==> config.mk <==
export PLATFORM = sky130hd
export DESIGN_NAME = ram_seq_master
export DESIGN_NICKNAME = d
export VERILOG_FILES = /design/src/rtl/ram_seq_master_pkg.sv /design/src/rtl/ram_seq_master.sv
export SDC_FILE = /design/constraint.sdc
export NUM_CORES = 1
export LEC_CHECK = 0
export BUFFER_PORTS_ARGS = -buffer_cell sky130_fd_sc_hd__buf_2
export CORE_UTILIZATION = 59
export DETAILED_ROUTE_END_ITERATION = 8
export GPL_TIMING_DRIVEN = 0
export MAX_ROUTING_LAYER = met4
export PLACE_DENSITY = 0.85
export SLEW_MARGIN = 20
export SYNTH_ARGS = -nofsm -noshare
export SYNTH_HDL_FRONTEND = slang
export SYNTH_SLANG_ARGS = --single-unit
export TNS_END_PERCENT = 100
==> constraint.sdc <==
create_clock -name clk -period 7.1 [get_ports clk]
set_clock_uncertainty 0.2 [all_clocks]
set_input_delay 1.065 -clock clk [delete_from_list [all_inputs] [get_ports clk]]
set_output_delay 1.065 -clock clk [all_outputs]
set_load 0.03 [all_outputs]
==> src/rtl/ram_seq_master_pkg.sv <==
// Shared definitions for the RAM sequencing initiator: op codes, FSM states
// and the fill/check data pattern.
package ram_seq_master_pkg;

    localparam logic [1:0] OP_WRITE = 2'b00;
    localparam logic [1:0] OP_READ  = 2'b01;
    localparam logic [1:0] OP_FILL  = 2'b10;
    localparam logic [1:0] OP_CHECK = 2'b11;

    typedef enum logic [2:0] {
        S_IDLE,
        S_WRITE,
        S_READ,
        S_FILL,
        S_CHECK,
        S_RESP
    } state_t;

    // Callers truncate the result to their data width, giving (seed + addr) mod 2^DW.
    function automatic logic [31:0] pattern(input logic [31:0] seed, input logic [31:0] addr);
        return seed + addr;
    endfunction

endpackage

==> src/rtl/ram_seq_master.sv <==
// Command-driven initiator for a small word RAM: single write/read plus
// whole-array pattern fill and check, with a one-cycle response pulse.
module ram_seq_master
    import ram_seq_master_pkg::*;
#(
    parameter int AW = 3,
    parameter int DW = 8
) (
    input  logic          clk,
    input  logic          clr,
    input  logic          cmd_valid,
    output logic          cmd_ready,
    input  logic [1:0]    cmd_op,
    input  logic [AW-1:0] cmd_addr,
    input  logic [DW-1:0] cmd_wdata,
    output logic          rsp_valid,
    output logic [DW-1:0] rsp_rdata,
    output logic          rsp_err,
    output logic [AW-1:0] rsp_err_addr,
    output logic          mem_rw,
    output logic [AW-1:0] mem_addr,
    output logic [DW-1:0] mem_wdata,
    input  logic [DW-1:0] mem_rdata
);

    state_t        state, next_state;
    logic [1:0]    op_q;
    logic [AW-1:0] addr_q;
    logic [DW-1:0] seed_q;
    logic [AW-1:0] cnt_q;
    logic          err_q;
    logic [AW-1:0] err_addr_q;
    logic [DW-1:0] err_data_q;
    logic [DW-1:0] pat;
    logic          last;
    logic          miss;
    logic          rsp_load;

    assign pat      = DW'(pattern(32'(seed_q), 32'(cnt_q)));
    assign last     = (cnt_q == {AW{1'b1}});
    assign miss     = (state == S_CHECK) && (mem_rdata != pat);
    assign rsp_load = (state != S_RESP) && (next_state == S_RESP);

    always_ff @(posedge clk or posedge clr) begin
        if (clr) state <= S_IDLE;
        else     state <= next_state;
    end

    always_comb begin
        next_state = state;
        case (state)
            S_IDLE: begin
                if (cmd_valid) begin
                    case (cmd_op)
                        OP_WRITE: next_state = S_WRITE;
                        OP_READ:  next_state = S_READ;
                        OP_FILL:  next_state = S_FILL;
                        default:  next_state = S_CHECK;
                    endcase
                end
            end
            S_WRITE, S_READ:  next_state = S_RESP;
            // Terminate on the last address rather than counter overflow.
            S_FILL, S_CHECK:  if (last) next_state = S_RESP;
            S_RESP:           next_state = S_IDLE;
            default:          next_state = S_IDLE;
        endcase
    end

    always_comb begin
        cmd_ready = (state == S_IDLE);
        rsp_valid = (state == S_RESP);
        mem_rw    = 1'b0;
        mem_addr  = '0;
        mem_wdata = '0;
        case (state)
            S_WRITE: begin
                mem_rw    = 1'b1;
                mem_addr  = addr_q;
                mem_wdata = seed_q;
            end
            S_READ:  mem_addr = addr_q;
            S_FILL: begin
                mem_rw    = 1'b1;
                mem_addr  = cnt_q;
                mem_wdata = pat;
            end
            S_CHECK: mem_addr = cnt_q;
            default: ;
        endcase
    end

    always_ff @(posedge clk or posedge clr) begin
        if (clr) begin
            op_q         <= '0;
            addr_q       <= '0;
            seed_q       <= '0;
            cnt_q        <= '0;
            err_q        <= 1'b0;
            err_addr_q   <= '0;
            err_data_q   <= '0;
            rsp_rdata    <= '0;
            rsp_err      <= 1'b0;
            rsp_err_addr <= '0;
        end else begin
            if (state == S_IDLE && cmd_valid) begin
                op_q       <= cmd_op;
                addr_q     <= cmd_addr;
                seed_q     <= cmd_wdata;
                cnt_q      <= '0;
                err_q      <= 1'b0;
                err_addr_q <= '0;
                err_data_q <= '0;
            end
            if (state == S_FILL || state == S_CHECK)
                cnt_q <= cnt_q + 1'b1;
            // Only the first mismatch of a scan is kept.
            if (miss && !err_q) begin
                err_q      <= 1'b1;
                err_addr_q <= cnt_q;
                err_data_q <= mem_rdata;
            end
            if (rsp_load) begin
                rsp_rdata    <= '0;
                rsp_err      <= 1'b0;
                rsp_err_addr <= '0;
                case (op_q)
                    OP_READ: rsp_rdata <= mem_rdata;
                    OP_CHECK: begin
                        // A mismatch on the final address has not reached err_q yet.
                        if (err_q) begin
                            rsp_rdata    <= err_data_q;
                            rsp_err      <= 1'b1;
                            rsp_err_addr <= err_addr_q;
                        end else if (miss) begin
                            rsp_rdata    <= mem_rdata;
                            rsp_err      <= 1'b1;
                            rsp_err_addr <= cnt_q;
                        end else begin
                            rsp_rdata    <= mem_rdata;
                        end
                    end
                    default: ;
                endcase
            end
        end
    end

endmodule

After elaboration in Yosys (flattened, before gate mapping)
Index checks and enable logic that the tools add are counted.

Register bits: 43. Memories kept: 0. Output and inout port bits: 26. Latch bits: 0. Memory bits (read-only): 0. RAM bits: 0.

Bitwise gates (word level): 0. Add/sub/neg operators: 2. $lt $le $gt $ge: 0. Mux-type cells: 22. Div/mod/pow operators: 0. Multiply operators: 0. Eq/ne operators: 13. Shift-type cells: 0. Reduce and logical (&&, ||, !) cells: 13.

Operators by type and width (count): $pmux 8 s2 (2); $mux 3 (8); $mux 8 (3); $pmux 3 s3 (2); $eq 3x3->1 const B (4); $add 8x3->8 (1); $ne 8x8->1 (1); $eq 3x2->1 const B (2); $mux 1 (6); $pmux 3 s2 (1); $reduce_or 2->1 (3); $eq 2x1->1 const B (2); $eq 2x2->1 const B (2); $logic_and 1x1->1 (4); $reduce_bool 2->1 (2); $add 3x1->3 const B (1); $eq 3x1->1 const B (1); $logic_not 3->1 (1); $ne 3x3->1 const B (1); $logic_not 2->1 (1); $logic_not 1->1 (1); $logic_or 1x1->1 (1).

Logic depth before layout (Yosys ltp)
Depth after elaboration: 6. Gate-level depth with buffers: 10. Mapped depth without buffers: 9.

Worst setup path before layout
Ideal clock, no wire load.

Path kind: reg-to-output. From: register cnt_q[0]. To: output mem_wdata[6]. Path slack: 3.644 ns. Path buffers: 0. Required time: 5.835 ns. Cell stages (with the launch flop): 9. Arrival time: 2.191 ns. Path through: dfrtp_1 -> ha_1 -> inv_1 -> fa_1 -> nor2b_1 -> o2111ai_1 -> or2_2 -> xor2_1 -> nor2_1.

Longest elaborated chain between the ends: 2.

RTL lines: start, declared (RTL line ram_seq_master.sv:30) `logic [AW-1:0] cnt_q;`; start signal, assigned (RTL line ram_seq_master.sv:116) `cnt_q <= cnt_q + 1'b1;`; $add 8x3->8 (RTL line ram_seq_master_pkg.sv:21) `return seed + addr;`; $pmux 8 s2 (RTL line ram_seq_master.sv:76) `case (state)`; end, declared (RTL line ram_seq_master.sv:22) `output logic [DW-1:0] mem_wdata,`.

No other way between the ends.

Final worst setup path
Same ends and word-level chain as after synthesis.

==> impl_metrics.tcl <==
set metrics [dict create \
    fin_hold_ws_ns 0.2816 \
    placement.io_buffers 49 \
    synth_top_area_share 0.4239 \
    final-hold-violation-count 0 \
    crit_path_max_incr_delay_ns 0.50 \
    hp-class "register to register" \
    synth.ff_latch_count 43 \
    power_density_cells_mw_per_mm2 469.3 \
    rows 23 \
    dr_total_vias 2020 \
    max_clock_freq_mhz 257.4 \
    clock_insertion_delay_worst_skew_ns 0.29 \
    post-route-min-period_ns 3.886 \
    syn-mean-instance-area_um2 9.690 \
    cts_root_buf "sky130_fd_sc_hd__clkbuf_8" \
    critical_path_buf_inv_count 2 \
    cp_data_arrival_time_ns 2.62 \
    chipHeight_um 67.60 \
    num-fill-cells 300 \
    netlist_area_mm2 0.002539 \
    synth-edff-count 0 \
    clk_transition_reported_paths_ns 0.08 \
    largest_delay_contributor_family_on_the_critical_path "simple AND/OR/NAND/NOR gates" \
    worstSetupPathType "register to output port" \
    crit_slowest_cell "sky130_fd_sc_hd__dfrtp_1" \
    p_leak_nw 1.456 \
    maximum_number_of_pins_on_one_net_before_global_route_repair 33 \
    post_synth_main_area_contributors "sky130_fd_sc_hd__dfrtp_1 (42%), sky130_fd_sc_hd__mux2_2 (9.3%), sky130_fd_sc_hd__nand2_1 (6.1%), sky130_fd_sc_hd__mux2i_1 (5.5%), sky130_fd_sc_hd__ha_1 (3.0%)" \
    postSynth.topFlopCell "sky130_fd_sc_hd__dfrtp_1" \
    rsz0062_at_grt "no" \
    route.final.wire_length_mm 5.357 \
    run_status "completed" \
    cts_sinks 43 \
    grt_overflow 0 \
    tightestPinTransition_ns 0.9002 \
    design.die.area_mm2 0.004569 \
    vdd_drop_max_mv 0.2915 \
    crit_path_cell_trace "ha_1 > inv_1 > fa_1 > nor2b_1 > o2111ai_1 > or2_2 > xor2_1 > nor2_1 > buf_2" \
    timing.final.crit_share 0.5473 \
    globalRouteTotalUtil 0.2627 \
    ys.warnings.count 0 \
    critPathMaxFanout 6 \
    drt_iter0_drc 115 \
    mapped_cells 262 \
    timing.critical_path.to_type "output port" \
    cts-root-to-sink-buffers 2 \
    net_total_in_the_final_layout 350 \
    layout-drive-gt1-share 0.2750 \
    tritoncts "done" \
    fp.coreArea_mm2 0.004058 \
    cts_resized 0 \
    yosys.area.top_type "sky130_fd_sc_hd__dfrtp_1" \
    drc 0 \
    crit_path_start_kind "register" \
    drt_pass1_iterations 4 \
    initial_antenna_violation_count 0 \
    worstPathRequired_ns 5.83 \
    areaGrowthSynthToFinish_pct 18.14 \
    number_of_distinct_library_cell_variants_in_the_gate_level_netlist_after_synthesis 47 \
    antenna-diode-count 0 \
    place.gp.congestion 0.8470 \
    drt.antenna.violating_nets 0 \
    wire_length_of_the_first_global_routing_pass_mm 8.562 \
    ys_async_sr_fraction 1.000 \
    detail_route.vias_per_cell 5.459 \
    cts-hold-fix-buffers 0 \
    timing.max_slew.rel_slack 0.3986 \
    initial_core_util 0.6257 \
    seq_area_frac_synth 0.4239 \
    timing.final.setup_violations 0 \
    post-cts-setup-buffers 0 \
    fin_total_pwr_mw 1.408 \
    routed_wire_length_per_instance_um 14.48 \
    floorplan.io_pins 50 \
    die_width_um 67.60 \
    cts_inserted_buffers 5 \
    drv_cap 0 \
    setup-tns-final_ns 0 \
    first_global_vias 1864 \
    synthesized_net_count 293 \
    post-dp-hpwl_mm 4.015 \
    finalMaxSlewViolations 0 \
    htree_num_levels 2 \
]
final cells by class:
| class | instances | area, um2 | area share |
|---|---|---|---|
| clock buffer | 6 | 72.57 | 0.02420 |
| buffer | 13 | 70.07 | 0.02336 |
| multi-input combinational | 188 | 1320 | 0.4401 |
| timing repair buffer | 50 | 265.3 | 0.08844 |
| tap | 50 | 62.56 | 0.02086 |
| inverter | 18 | 72.57 | 0.02420 |
| sequential | 43 | 1076 | 0.3588 |
| clock inverter | 2 | 60.06 | 0.02003 |
path summary, 6_finish.rpt:
kind                       cells past startpoint                          end                startpoint  slack [ns]
max                                            9                 mem_wdata[6]      cnt_q[0]$_DFFE_PP0P_        3.21
min                                            2     rsp_rdata[6]$_DFFE_PP0P_  rsp_rdata[6]$_DFFE_PP0P_        0.28
max reg2reg                                   10    err_data_q[3]$_DFFE_PP0P_      cnt_q[0]$_DFFE_PP0P_        4.12
min reg2reg                                    2     rsp_rdata[6]$_DFFE_PP0P_  rsp_rdata[6]$_DFFE_PP0P_        0.28
max in group asynchronous                      3         cnt_q[1]$_DFFE_PP0P_                       clr        5.77
min in group asynchronous                      2  rsp_err_addr[2]$_DFFE_PP0P_                       clr        0.48
placed cells by master, fill, tap and decap left out, drive strengths merged, types with 3 or more instances in the layout:
cell	instances
buf	55
dfrtp	43
nand2	41
mux2	21
nor2	18
inv	17
o21ai	15
mux2i	14
clkbuf	14
xor2	7
xnor2	7
ha	6
a21oi	5
nand2b	5
nor2b	4
a22o	4
a211oi	3
and3	3
o41ai	3
a22oi	3
cells by family (layout without fill, tap and decap cells):
| logic type | count (synthesis) | in the layout | share of synthesized area |
|---|---|---|---|
| AO/OA/AOI/OAI | 44 | 44 | 0.1158 |
| XOR/XNOR | 14 | 14 | 0.04830 |
| adder cells (fa/ha/maj) | 7 | 7 | 0.03746 |
| buffers and inverters | 31 | 89 | 0.05619 |
| flip-flops | 43 | 43 | 0.4239 |
| multiplexers | 35 | 35 | 0.1483 |
| AND/OR/NAND/NOR | 88 | 88 | 0.1700 |
state kept, by name, indices dropped and copies added (netlist names):
register,flops
cnt_q,3
err_addr_q,3
err_data_q,8
state,3
addr_q,3
rsp_rdata,8
op_q,2
rsp_err_addr,3
err_q,1
seed_q,8
rsp_err,1
report_power, final:
part	switching, mW	internal, mW
clock	0.0840	0.141
combinational	0.443	0.305
sequential	0.0869	0.348
through the flow:
stage          cell area (um2)  instances  setup slack (ns)  utilization
5_1_grt                   2999        370             3.016       0.7391
4_1_cts                   2999        370             3.255       0.7391
3_5_place_dp              2867        362             3.592       0.7064
6_report                  2999        370             3.214       0.7391
2_1_floorplan             2539        262             3.644            -
3_3_place_gp              2846        361             3.619       0.7015
tightest hold or removal path, delay by kind of cell (launching register included):
family	cells	cell delay (ns)
compound gates	1	0.06
flops	1	0.35
simple gates	1	0.04
Yosys cell counts (2+ instances only):
| master | number |
|---|---|
| sky130_fd_sc_hd__mux2i_1 | 14 |
| sky130_fd_sc_hd__and3_1 | 3 |
| sky130_fd_sc_hd__nor3_1 | 2 |
| sky130_fd_sc_hd__or3_1 | 2 |
| sky130_fd_sc_hd__o21a_1 | 2 |
| sky130_fd_sc_hd__xor2_1 | 7 |
| sky130_fd_sc_hd__nand3_1 | 2 |
| sky130_fd_sc_hd__nor2_1 | 18 |
| sky130_fd_sc_hd__ha_1 | 6 |
| sky130_fd_sc_hd__nand2_1 | 41 |
| sky130_fd_sc_hd__o41ai_1 | 3 |
| sky130_fd_sc_hd__nor2b_1 | 4 |
| sky130_fd_sc_hd__a22oi_1 | 2 |
| sky130_fd_sc_hd__inv_1 | 17 |
| sky130_fd_sc_hd__a211oi_1 | 3 |
| sky130_fd_sc_hd__o211ai_1 | 2 |
| sky130_fd_sc_hd__dfrtp_1 | 43 |
| sky130_fd_sc_hd__o21ai_0 | 12 |
| sky130_fd_sc_hd__clkbuf_1 | 8 |
| sky130_fd_sc_hd__mux2_2 | 21 |
| sky130_fd_sc_hd__a31oi_1 | 2 |
| sky130_fd_sc_hd__nand2b_1 | 5 |
| sky130_fd_sc_hd__a22o_1 | 4 |
| sky130_fd_sc_hd__nand3b_1 | 2 |
| sky130_fd_sc_hd__buf_2 | 2 |
| sky130_fd_sc_hd__xnor2_1 | 7 |
| sky130_fd_sc_hd__a21oi_1 | 5 |
| sky130_fd_sc_hd__o21ai_1 | 3 |
| sky130_fd_sc_hd__buf_6 | 2 |
layer usage:
layer / wire length [um] / global-route usage / vias to the layer above
met3: 255 / 0.05743 / 7
met2: 2694 / 0.4146 / 59
met1: 2350 / 0.3323 / 944
met5: 0 / - / -
met4: 57 / 0.08511 / 0
li1: - / - / 1010
No activity file was read; power rests on OpenSTA's default activity.
